File: config.mk
export PLATFORM = sky130hd
export DESIGN_NAME = hazard_stall_ctrl
export DESIGN_NICKNAME = d
export VERILOG_FILES = /design/src/rtl/hazard_stall_ctrl.sv
export SDC_FILE = /design/constraint.sdc
export NUM_CORES = 1
export LEC_CHECK = 0
export CORE_MARGIN = 4
export CORE_UTILIZATION = 46
export DETAILED_ROUTE_END_ITERATION = 10
export PLACE_DENSITY = 0.8
export SETUP_SLACK_MARGIN = 0.4
export SLEW_MARGIN = 20
export SYNTH_ARGS = -nofsm -noshare
export SYNTH_HDL_FRONTEND = slang
export SYNTH_SLANG_ARGS = --single-unit
File: constraint.sdc
create_clock -name clk -period 2.6 [get_ports clk]
set_input_delay 0.52 -clock clk [delete_from_list [all_inputs] [get_ports clk]]
set_output_delay 0.52 -clock clk [all_outputs]
set_load 0.005 [all_outputs]
File: src/rtl/hazard_stall_ctrl.sv
// hazard_stall_ctrl
//   Stall/flush control for the IF/ID, ID/EX, EX/MEM and MEM/WB pipeline
//   registers. It handles load-use hazards, taken branches/jumps and
//   I-cache/D-cache waits. A taken branch that resolves during a cache wait
//   is parked in HOLD_BR and applied on the first cycle the caches are ready.
//   It also counts lost-issue cycles, which are cycles with pc_write==0.
// Ports
//   clk, rst          rising-edge clock; synchronous active-low reset
//   id_rs1/2, id_use_rs1/2   source registers of the ID instruction
//   ex_rd, ex_memread        destination and load flag held in ID/EX
//   ex_branch_taken          1-cycle pulse, taken branch/jump resolved in EX
//   im_stall, dm_stall       cache not-ready
//   pc_write .. back_stall   combinational pipeline controls
//   stall_cycles             saturating count of pc_write==0 cycles
//   state                    FSM state (debug)
module hazard_stall_ctrl #(
  parameter int REG_AW = 5,
  parameter int CNT_W  = 32
) (
  input  logic              clk,
  input  logic              rst,
  input  logic [REG_AW-1:0] id_rs1,
  input  logic [REG_AW-1:0] id_rs2,
  input  logic              id_use_rs1,
  input  logic              id_use_rs2,
  input  logic [REG_AW-1:0] ex_rd,
  input  logic              ex_memread,
  input  logic              ex_branch_taken,
  input  logic              im_stall,
  input  logic              dm_stall,
  output logic              pc_write,
  output logic              if_id_stall,
  output logic              if_id_flush,
  output logic              id_ex_stall,
  output logic              id_ex_flush,
  output logic              back_stall,
  output logic [CNT_W-1:0]  stall_cycles,
  output logic [1:0]        state
);

  typedef enum logic [1:0] {
    RUN     = 2'd0,
    HOLD    = 2'd1,
    HOLD_BR = 2'd2,
    FLUSH   = 2'd3
  } state_e;

  state_e            state_q, state_d;
  logic [CNT_W-1:0]  stall_cycles_q, stall_cycles_d;

  logic busy, lu, br;

  assign busy = im_stall | dm_stall;
  // x0 never carries a real dependency, so a load to x0 cannot cause a bubble.
  assign lu   = ex_memread && (ex_rd != '0) &&
                ((id_use_rs1 && (id_rs1 == ex_rd)) ||
                 (id_use_rs2 && (id_rs2 == ex_rd)));
  // A parked branch (HOLD_BR) or the trailing FLUSH cycle behaves like a new taken branch.
  assign br   = ex_branch_taken || (state_q == HOLD_BR) || (state_q == FLUSH);

  always_comb begin
    pc_write       = 1'b1;
    if_id_stall    = 1'b0;
    if_id_flush    = 1'b0;
    id_ex_stall    = 1'b0;
    id_ex_flush    = 1'b0;
    back_stall     = 1'b0;
    state_d        = RUN;
    stall_cycles_d = stall_cycles_q;

    if (!rst) begin
      // Reset drives bubbles into the front of the pipe.
      pc_write    = 1'b0;
      if_id_flush = 1'b1;
      id_ex_flush = 1'b1;
      state_d     = RUN;
    end else if (busy) begin
      pc_write    = 1'b0;
      if_id_stall = 1'b1;
      id_ex_stall = 1'b1;
      back_stall  = dm_stall;
      state_d     = (ex_branch_taken || (state_q == HOLD_BR)) ? HOLD_BR : HOLD;
    end else if (br) begin
      if_id_flush = 1'b1;
      id_ex_flush = 1'b1;
      state_d     = (state_q == HOLD_BR) ? FLUSH : RUN;
    end else if (lu) begin
      // The bubble inserted here clears ex_memread on the next cycle, so this lasts one cycle only.
      pc_write    = 1'b0;
      if_id_stall = 1'b1;
      id_ex_flush = 1'b1;
    end

    if (rst && !pc_write && (stall_cycles_q != {CNT_W{1'b1}}))
      stall_cycles_d = stall_cycles_q + 1'b1;
  end

  always_ff @(posedge clk) begin
    if (!rst) begin
      state_q        <= RUN;
      stall_cycles_q <= '0;
    end else begin
      state_q        <= state_d;
      stall_cycles_q <= stall_cycles_d;
    end
  end

  assign stall_cycles = stall_cycles_q;
  assign state        = state_q;

endmodule

* After elaboration in Yosys (flattened, before gate mapping)
Cells that the tools add are included.
Storage, ports and cells: bits in registers 34, output and inout bits 40, logic and storage cells 42
Cells by class: add/sub/neg operators 1, eq/ne operators 5, mux-type cells 22, bitwise gates (word level) 1, reductions and logical operators 11
Operator list (count):
- adder 32 x 1 -> 32 bit (second input constant) | 1
- != test 32 bit (second input constant) | 1
- 2-to-1 mux 1 bit | 18
- == test 5 bit | 2
- 2-to-1 mux 2 bit | 4
- logical AND 1 bit | 6
- nonzero test 5 bit | 1
- == test 2 bit (second input constant) | 2
- logical OR 1 bit | 3
- zero test 1 bit | 1
- OR 1 bit | 1

* Logic depth before layout (Yosys ltp)
Gate-level depths: netlist of the first run.
word-level depth 11, gate-level depth with buffers 9, depth with buffers taken out 7

* Worst setup path after synthesis of the first run
OpenSTA, ideal clock, no wires.
kind in2out, start point in ex_rd[1], end point out if_id_stall, arrival 1683 ps, slack 397 ps, stages 6, path buffers 1, path through or4_1 -> o21ai_1 -> nor2_1 -> a21oi_4 -> buf_6 -> inv_2
On the way: longest elaborated chain between the ends 8, elaborated cells between the ends (all ways) 12
RTL lines:
- start: declaration | RTL line 26 | input logic [REG_AW-1:0] ex_rd,
- == test 5 bit, on equally long branches | RTL line 56, 57
- logical AND 1 bit, on equally long branches | RTL line 56, 57
- logical OR 1 bit | RTL line 56 | ((id_use_rs1 && (id_rs1 == ex_rd)) ||
- logical AND 1 bit (*) | RTL line 55 | assign lu = ex_memread && (ex_rd != '0) &&
- 2-to-1 mux 1 bit (*) | RTL line 87 | end else if (lu) begin
- 2-to-1 mux 1 bit (*) | RTL line 83 | end else if (br) begin
- 2-to-1 mux 1 bit (*) | RTL line 77 | end else if (busy) begin
- 2-to-1 mux 1 bit (*) | RTL line 71 | if (!rst) begin
- end: declaration | RTL line 32 | output logic if_id_stall,
Every way passes the cells marked *; elsewhere a longest branch is shown, timed or not.

* Final worst setup path of the first run
start point in id_rs2[0], end point out pc_write
On the way: longest elaborated chain between the ends 8
RTL lines:
- start: declaration | RTL line 23 | input logic [REG_AW-1:0] id_rs2,
- == test 5 bit | RTL line 57 | (id_use_rs2 && (id_rs2 == ex_rd)));
- logical AND 1 bit | RTL line 57
- logical OR 1 bit | RTL line 56
- logical AND 1 bit | RTL line 55
- 2-to-1 mux 1 bit | RTL line 87
- 2-to-1 mux 1 bit | RTL line 83
- 2-to-1 mux 1 bit | RTL line 77
- 2-to-1 mux 1 bit | RTL line 71
- end: declaration | RTL line 31 | output logic pc_write,
Every way passes these cells.

==> impl_metrics.py, run 1 <==
metrics = {
    "status": {
        "status": "completed",
    },
    "worst_setup_path": {
        "crit_start": "id_rs2[0]",
        "worstPathArrival_ps": 1950,
        "critical_path_buf_inv_count": 3,
        "r2r-start": "stall_cycles[29]",
        "cp_top_family": "buffers and inverters",
        "path_class": "in -> out",
        "setup.worst_path.start_class": "input pin",
        "end_kind": "output pin",
        "worstPathRequired_ps": 2080,
        "cp_slowest_cell": "o311a_1",
        "cp_cell_sequence": "clkdlybuf4s15_1, xnor2_2, nand4_1, buf_4, o22ai_4, nand2b_4, o311a_1, buf_2",
        "slowest_delay_ps": 320,
        "crit_fanout": 2,
    },
    "floorplanning": {
        "core_area_mm2": 0.00406,
        "die-area_mm2": 0.00535,
        "die_x_um": 73.1,
        "ios": 63,
        "initial_core_util_pct": 48.1,
        "rows": 23,
        "die_height_um": 73.1,
    },
    "route": {
        "via_count": 2346,
        "drc": 0,
        "detail_route.first_pass.iterations": 4,
        "totalWireLength_um": 7410,
        "drtAntennaViolNets": 0,
        "vias_per_cell": 6.16,
        "dr.first_iter.drc_count": 187,
        "wl_per_cell_um": 19.5,
    },
    "timing": {
        "drv_slew": 0,
        "final.period_utilization_pct": 94.9,
        "setup_slack_ps": 132,
        "setup_violations": 0,
        "clock_skew_ps": 9.59,
        "fmax_mhz": 405,
        "finalCriticalPeriod_ps": 2470,
        "tightest_slew_ps": 361,
        "hold_violations": 0,
        "slew_headroom_pct": 75.7,
        "rsz0062_at_grt": "yes",
        "setup-tns-final_ps": 0,
    },
    "logic_synthesis": {
        "syn_area_mm2": 0.00195,
        "synth.avg_cell_area_um2": 8.45,
        "synth_area_leaders": "dfxtp_1, a21oi_1, or3_1",
        "synth_ff_type": "dfxtp_1",
        "seq_area_frac_synth_pct": 34.9,
        "yosysWarningCount": 0,
        "synth_area_leader_cell": "dfxtp_1",
        "syn_inst": 231,
        "syn_nets": 255,
        "synth_top_area_share_pct": 34.9,
        "synth_edf_count": 0,
        "ys_seq_elements": 34,
        "synthDistinctLibCells": 46,
        "async_reset_ff_share_pct": 0,
    },
    "placed_design": {
        "port_buffers": 62,
        "pre_cts_slack_ps": -419,
        "dp_cells": 356,
        "finalWeightedCongestion": 0.815,
        "hpwl_um": 3830,
    },
    "layout": {
        "register_area_um2": 684,
        "area_delta_synth_final_pct": 66.7,
        "fin_nets": 353,
        "final_layout_size_suffix_gt1_share_pct": 34.5,
        "mostFrequentLayoutCells": "clkdlybuf4s50_1, dfxtp_1, nand2_1",
        "multiInputGateArea_mm2": 0.00143,
        "final_common_cell": "clkdlybuf4s50_1",
        "layout.cells.non_filler": 381,
        "fillCellCount": 236,
        "post-route-util_pct": 80.2,
    },
    "clock_network": {
        "cts_buffers": 5,
        "cts-root-buf": "clkbuf_8",
        "clock_latency_ps": 300,
        "clockBufferDepth": 2,
        "postCtsHoldBufs": 0,
        "clk_pin_slew_worst_paths_ps": 80,
        "htreeDepth": 2,
        "cts_sinks": 34,
        "cts_tree": "done",
    },
    "global_route": {
        "grtUsageTotal_pct": 24.1,
        "overflow": 0,
        "grt_antenna_before_repair": 0,
        "grt_max_degree": 27,
        "grt_pass1_vias": 2172,
        "grt_pass1_wl_um": 10200,
    },
    "hold_path": {
        "hp-start": "stall_cycles[28]",
        "hp-class": "reg -> reg",
    },
    "pwr": {
        "power.density_cell_area_mw_per_mm2": 375,
        "power_leakage_uw": 0.00115,
        "peakVddDrop_v": 0.000270,
        "total_power_uw": 1220,
    },
    "flow_run": {
        "cap_violations": 0,
    },
}
synthesized netlist by cell type (2+ instances only):
cell	count
nand4_1	8
xnor2_1	10
a21oi_1	25
or3_1	14
nand3_2	3
nor3_2	2
dfxtp_1	34
clkbuf_1	2
o211ai_1	4
o21ai_1	15
mux2i_1	4
nor2_1	13
nand4b_1	2
nand4_2	3
nand3_1	9
inv_1	3
buf_6	5
nand2_1	22
nor3_1	4
and4_1	2
nand2b_1	3
o31ai_1	11
or4_1	8
inv_2	2
o21ai_0	2
report_power, final:
group	internal, µW	switching (µW)
clock network	213	220
logic	137	117
registers	526	6.12
total	876	343
final cells by class:
type                    instances  area share [%]
multi-input cells             184            43.8
flip-flops and latches         34            21.0
diodes                          1          0.0769
clock inverters                 2           0.385
inverters                       5           0.577
clock buffers                   6            2.54
repair buffers                 99            29.7
well taps                      50            1.92
sequential cells by signal, summed over array words and instances (netlist names):
signal / flops
stall_cycles: 32
state: 2
logic make-up (layout without fill, tap and decap cells):
group	Yosys count	count (layout)	synth area share, %
other	0	1	0
XOR/XNOR	11	11	4.94
AO/OA/AOI/OAI	65	65	20.7
multiplexers	4	4	2.05
flip-flops	34	34	34.9
AND/OR/NAND/NOR	103	103	32.2
adder cells (fa/ha/maj)	1	1	0.641
buffers and inverters	13	112	4.62
path summary, 6_finish.rpt:
path	end	slack (ps)	depth (start not counted)
setup / recovery	pc_write	130	8
hold / removal	stall_cycles[28]	510	2
setup reg to reg	stall_cycles[8]	500	9
hold reg to reg	stall_cycles[28]	510	2
worst register-to-register path, delay by kind of cell (launching register included):
kind	cells	cell delay, ps
AND/OR/NAND/NOR	5	1060
AO/OA/AOI/OAI	1	70
flip-flops	1	480
buffers and inverters	3	350
through the flow:
stage	instance area, µm²	hold slack, ps
after floorplan	1960	481
after global placement	2750	490
after detailed placement	2750	497
after CTS	3040	509
after global routing	3250	529
final	3250	509
routing by layer:
metal  vias to the layer above  global-route usage, %  wire, µm  part of all wire, %
met3                        30                   5.10       380                  5.1
met4                         0                   12.7       290                  3.9
li1                       1079                      -         -                    -
met2                        98                   39.1      3660                   49
met5                         -                      0         0                    0
met1                      1139                   29.8      3090                   42
timing repair:
item	in CTS	in global routing
gates cloned	2	0
setup buffers	8	6
resized for setup	77	51
pin swaps	35	26
setup endpoints to repair	35	33
(Power assumes the default switching activity.)
==> run 2: changes to the inputs <==
--- a/config.mk
+++ b/config.mk
@@ -9,6 +9,7 @@
 export CORE_UTILIZATION = 46
 export DETAILED_ROUTE_END_ITERATION = 10
 export PLACE_DENSITY = 0.8
+export REMOVE_ABC_BUFFERS = 1
 export SETUP_SLACK_MARGIN = 0.4
 export SLEW_MARGIN = 20
 export SYNTH_ARGS = -nofsm -noshare
==> run 2 against run 1 <==
Largest power group unchanged. Routed wire length shrank 12%. Clock power increased by 12%. Critical endpoint unchanged. First-iteration DRC count shrank 14%. Maximum frequency grew 5.1%. Worst setup slack gained 120 ps. Count of clock-buffer cells in the layout rose by 1. Sequential power is essentially flat. Core utilization is 1.7 points higher.
==> impl_metrics.py, run 2 (synthesized netlist as in run 1, its figures left out) <==
metrics = {
    "status": {
        "status": "completed",
    },
    "pwr": {
        "pwr-share-seq_pct": 41.6,
        "peakVddDrop_v": 0.000281,
        "p_comb_share_pct": 20.4,
        "power_leakage_uw": 0.00120,
        "total_power_uw": 1280,
        "p_clk_share_pct": 37.9,
        "p_sw_uw": 317,
        "switching_share_pct": 24.8,
        "cell_internal_pwr_uw": 962,
        "power.density_cell_area_mw_per_mm2": 385,
    },
    "clock_network": {
        "cts_buffers": 5,
        "cts_tree": "done",
        "clock_latency_ps": 300,
        "clk_pin_slew_worst_paths_ps": 70,
        "clockBufferDepth": 2,
        "htreeDepth": 2,
        "cts_sinks": 34,
        "postCtsHoldBufs": 0,
        "cts-root-buf": "clkbuf_8",
    },
    "layout": {
        "fillCellCount": 258,
        "diodes": 0,
        "final_layout_size_suffix_gt1_share_pct": 36.7,
        "fin_nets": 358,
        "final_common_cell": "clkdlybuf4s50_1",
        "layout.cells.non_filler": 385,
        "area_delta_synth_final_pct": 70.3,
        "multiInputGateArea_mm2": 0.00144,
        "largest_reg_flops": 32,
        "mostFrequentLayoutCells": "clkdlybuf4s50_1, dfxtp_1, buf_4",
        "register_area_um2": 683,
    },
    "route": {
        "detail_route.first_pass.iterations": 5,
        "vias_per_cell": 5.92,
        "wl_per_cell_um": 16.9,
        "totalWireLength_um": 6510,
        "drc": 0,
        "drtAntennaViolNets": 0,
        "dr.first_iter.drc_count": 161,
        "via_count": 2280,
    },
    "timing": {
        "final.period_utilization_pct": 90.3,
        "setup_violations": 0,
        "hold_slack_ps": 507,
        "fmax_mhz": 426,
        "rsz0062_at_grt": "yes",
        "slew_headroom_pct": 72.3,
        "finalCriticalPeriod_ps": 2350,
        "setup_slack_ps": 252,
        "drv_slew": 0,
        "tightest_slew_ps": 413,
        "clock_skew_ps": 11.4,
        "hold_violations": 0,
    },
    "global_route": {
        "grt_max_degree": 27,
        "grt_antenna_before_repair": 0,
        "grt_pass1_wl_um": 9670,
        "grt_pass1_vias": 2161,
        "overflow": 0,
        "grtUsageTotal_pct": 23.3,
    },
    "worst_setup_path": {
        "crit_fanout": 2,
        "end_kind": "output pin",
        "worstPathRequired_ps": 2080,
        "r2r_slack_ps": 430,
        "setup.worst_path.start_class": "input pin",
        "worstPathArrival_ps": 1830,
        "path_class": "in -> out",
    },
    "floorplanning": {
        "ios": 63,
        "die-area_mm2": 0.00535,
        "die_height_um": 73.1,
        "core_area_mm2": 0.00406,
        "die_x_um": 73.1,
        "rows": 23,
        "initial_core_util_pct": 48.1,
    },
    "placed_design": {
        "pre_cts_slack_ps": -463,
        "hpwl_um": 3790,
        "port_buffers": 62,
        "dp_cells": 361,
        "finalWeightedCongestion": 0.779,
    },
    "hold_path": {
        "hp-class": "reg -> reg",
    },
    "flow_run": {
        "cap_violations": 0,
    },
}
==> run 2: cell count changes in the layout (fill, tap and decap cells not counted), moves of 3 or more <==
cell,change
buf_2,+4
buf_4,+4
clkbuf_2,-4
clkdlybuf4s15_1,-4
dlygate4sd2_1,+3
==> run 2: final cells by class <==
class / count / share of cell area [%]
Multi-Input combinational cell: 184 / 43.3
Clock buffer: 7 / 2.30
Timing Repair Buffer: 104 / 30.5
Inverter: 5 / 0.565
Tap cell: 50 / 1.88
Sequential cell: 34 / 20.6
Clock inverter: 1 / 0.904
==> run 2: final timing paths <==
kind                            depth (start not counted)                to        startpoint
worst max-delay path                                    9          pc_write          ex_rd[3]
worst min register to register                          2  stall_cycles[28]  stall_cycles[28]
worst max register to register                          6  stall_cycles[27]   stall_cycles[4]
worst min-delay path                                    2  stall_cycles[28]  stall_cycles[28]
==> run 2: what timing repair did <==
| item | 4_1_cts | 5_1_grt |
|---|---|---|
| pin swaps | 28 | 26 |
| gates resized for setup | 94 | 50 |
| endpoints found under the setup margin | 37 | 29 |
| setup buffers | 12 | 1 |
| cloned | 1 | 2 |
==> run 2: through the flow <==
step	cell area (µm²)	util, %	TNS [ps]
after floorplan	1880	-	0
after global placement	2780	68.6	-1590
after detailed placement	2780	68.6	-2290
after CTS	3080	75.8	0
after global routing	3320	81.9	0
final	3320	81.9	0
==> run 2: per-layer routing <==
| metal | global-route usage [%] | up-vias | wire length [µm] |
|---|---|---|---|
| li1 | - | 1079 | - |
| met1 | 25.3 | 1077 | 2440 |
| met5 | 0 | - | 0 |
| met2 | 41.5 | 104 | 3380 |
| met4 | 10.7 | 0 | 198 |
| met3 | 6.75 | 20 | 492 |
==> run 2: power by group through the flow <==
stage | clock [µW] | sequential, µW | combinational (µW)
5_1_grt | 509 | 533 | 276
3_5_place_dp | 0 | 544 | 182
3_3_place_gp | 0 | 543 | 179
2_1_floorplan | 0 | 543 | 59.5
4_1_cts | 493 | 532 | 221
6_report | 485 | 533 | 261
==> run 2: worst max-delay path: stages <==
cell and delay [ps]:
buf_6 100, buf_6 120, xnor2_2 130, nand4_1 160, buf_4 180, o22ai_4 140, nand2b_4 70, o311a_1 280
buf_2 130
==> run 3: changes to the inputs <==
--- a/config.mk
+++ b/config.mk
@@ -8,6 +8,7 @@
 export CORE_MARGIN = 4
 export CORE_UTILIZATION = 46
 export DETAILED_ROUTE_END_ITERATION = 10
+export GPL_TIMING_DRIVEN = 1
 export PLACE_DENSITY = 0.8
 export REMOVE_ABC_BUFFERS = 1
 export SETUP_SLACK_MARGIN = 0.4
==> results of run 3 <==
Final layout, timing and power as in run 2 (identical DEF).
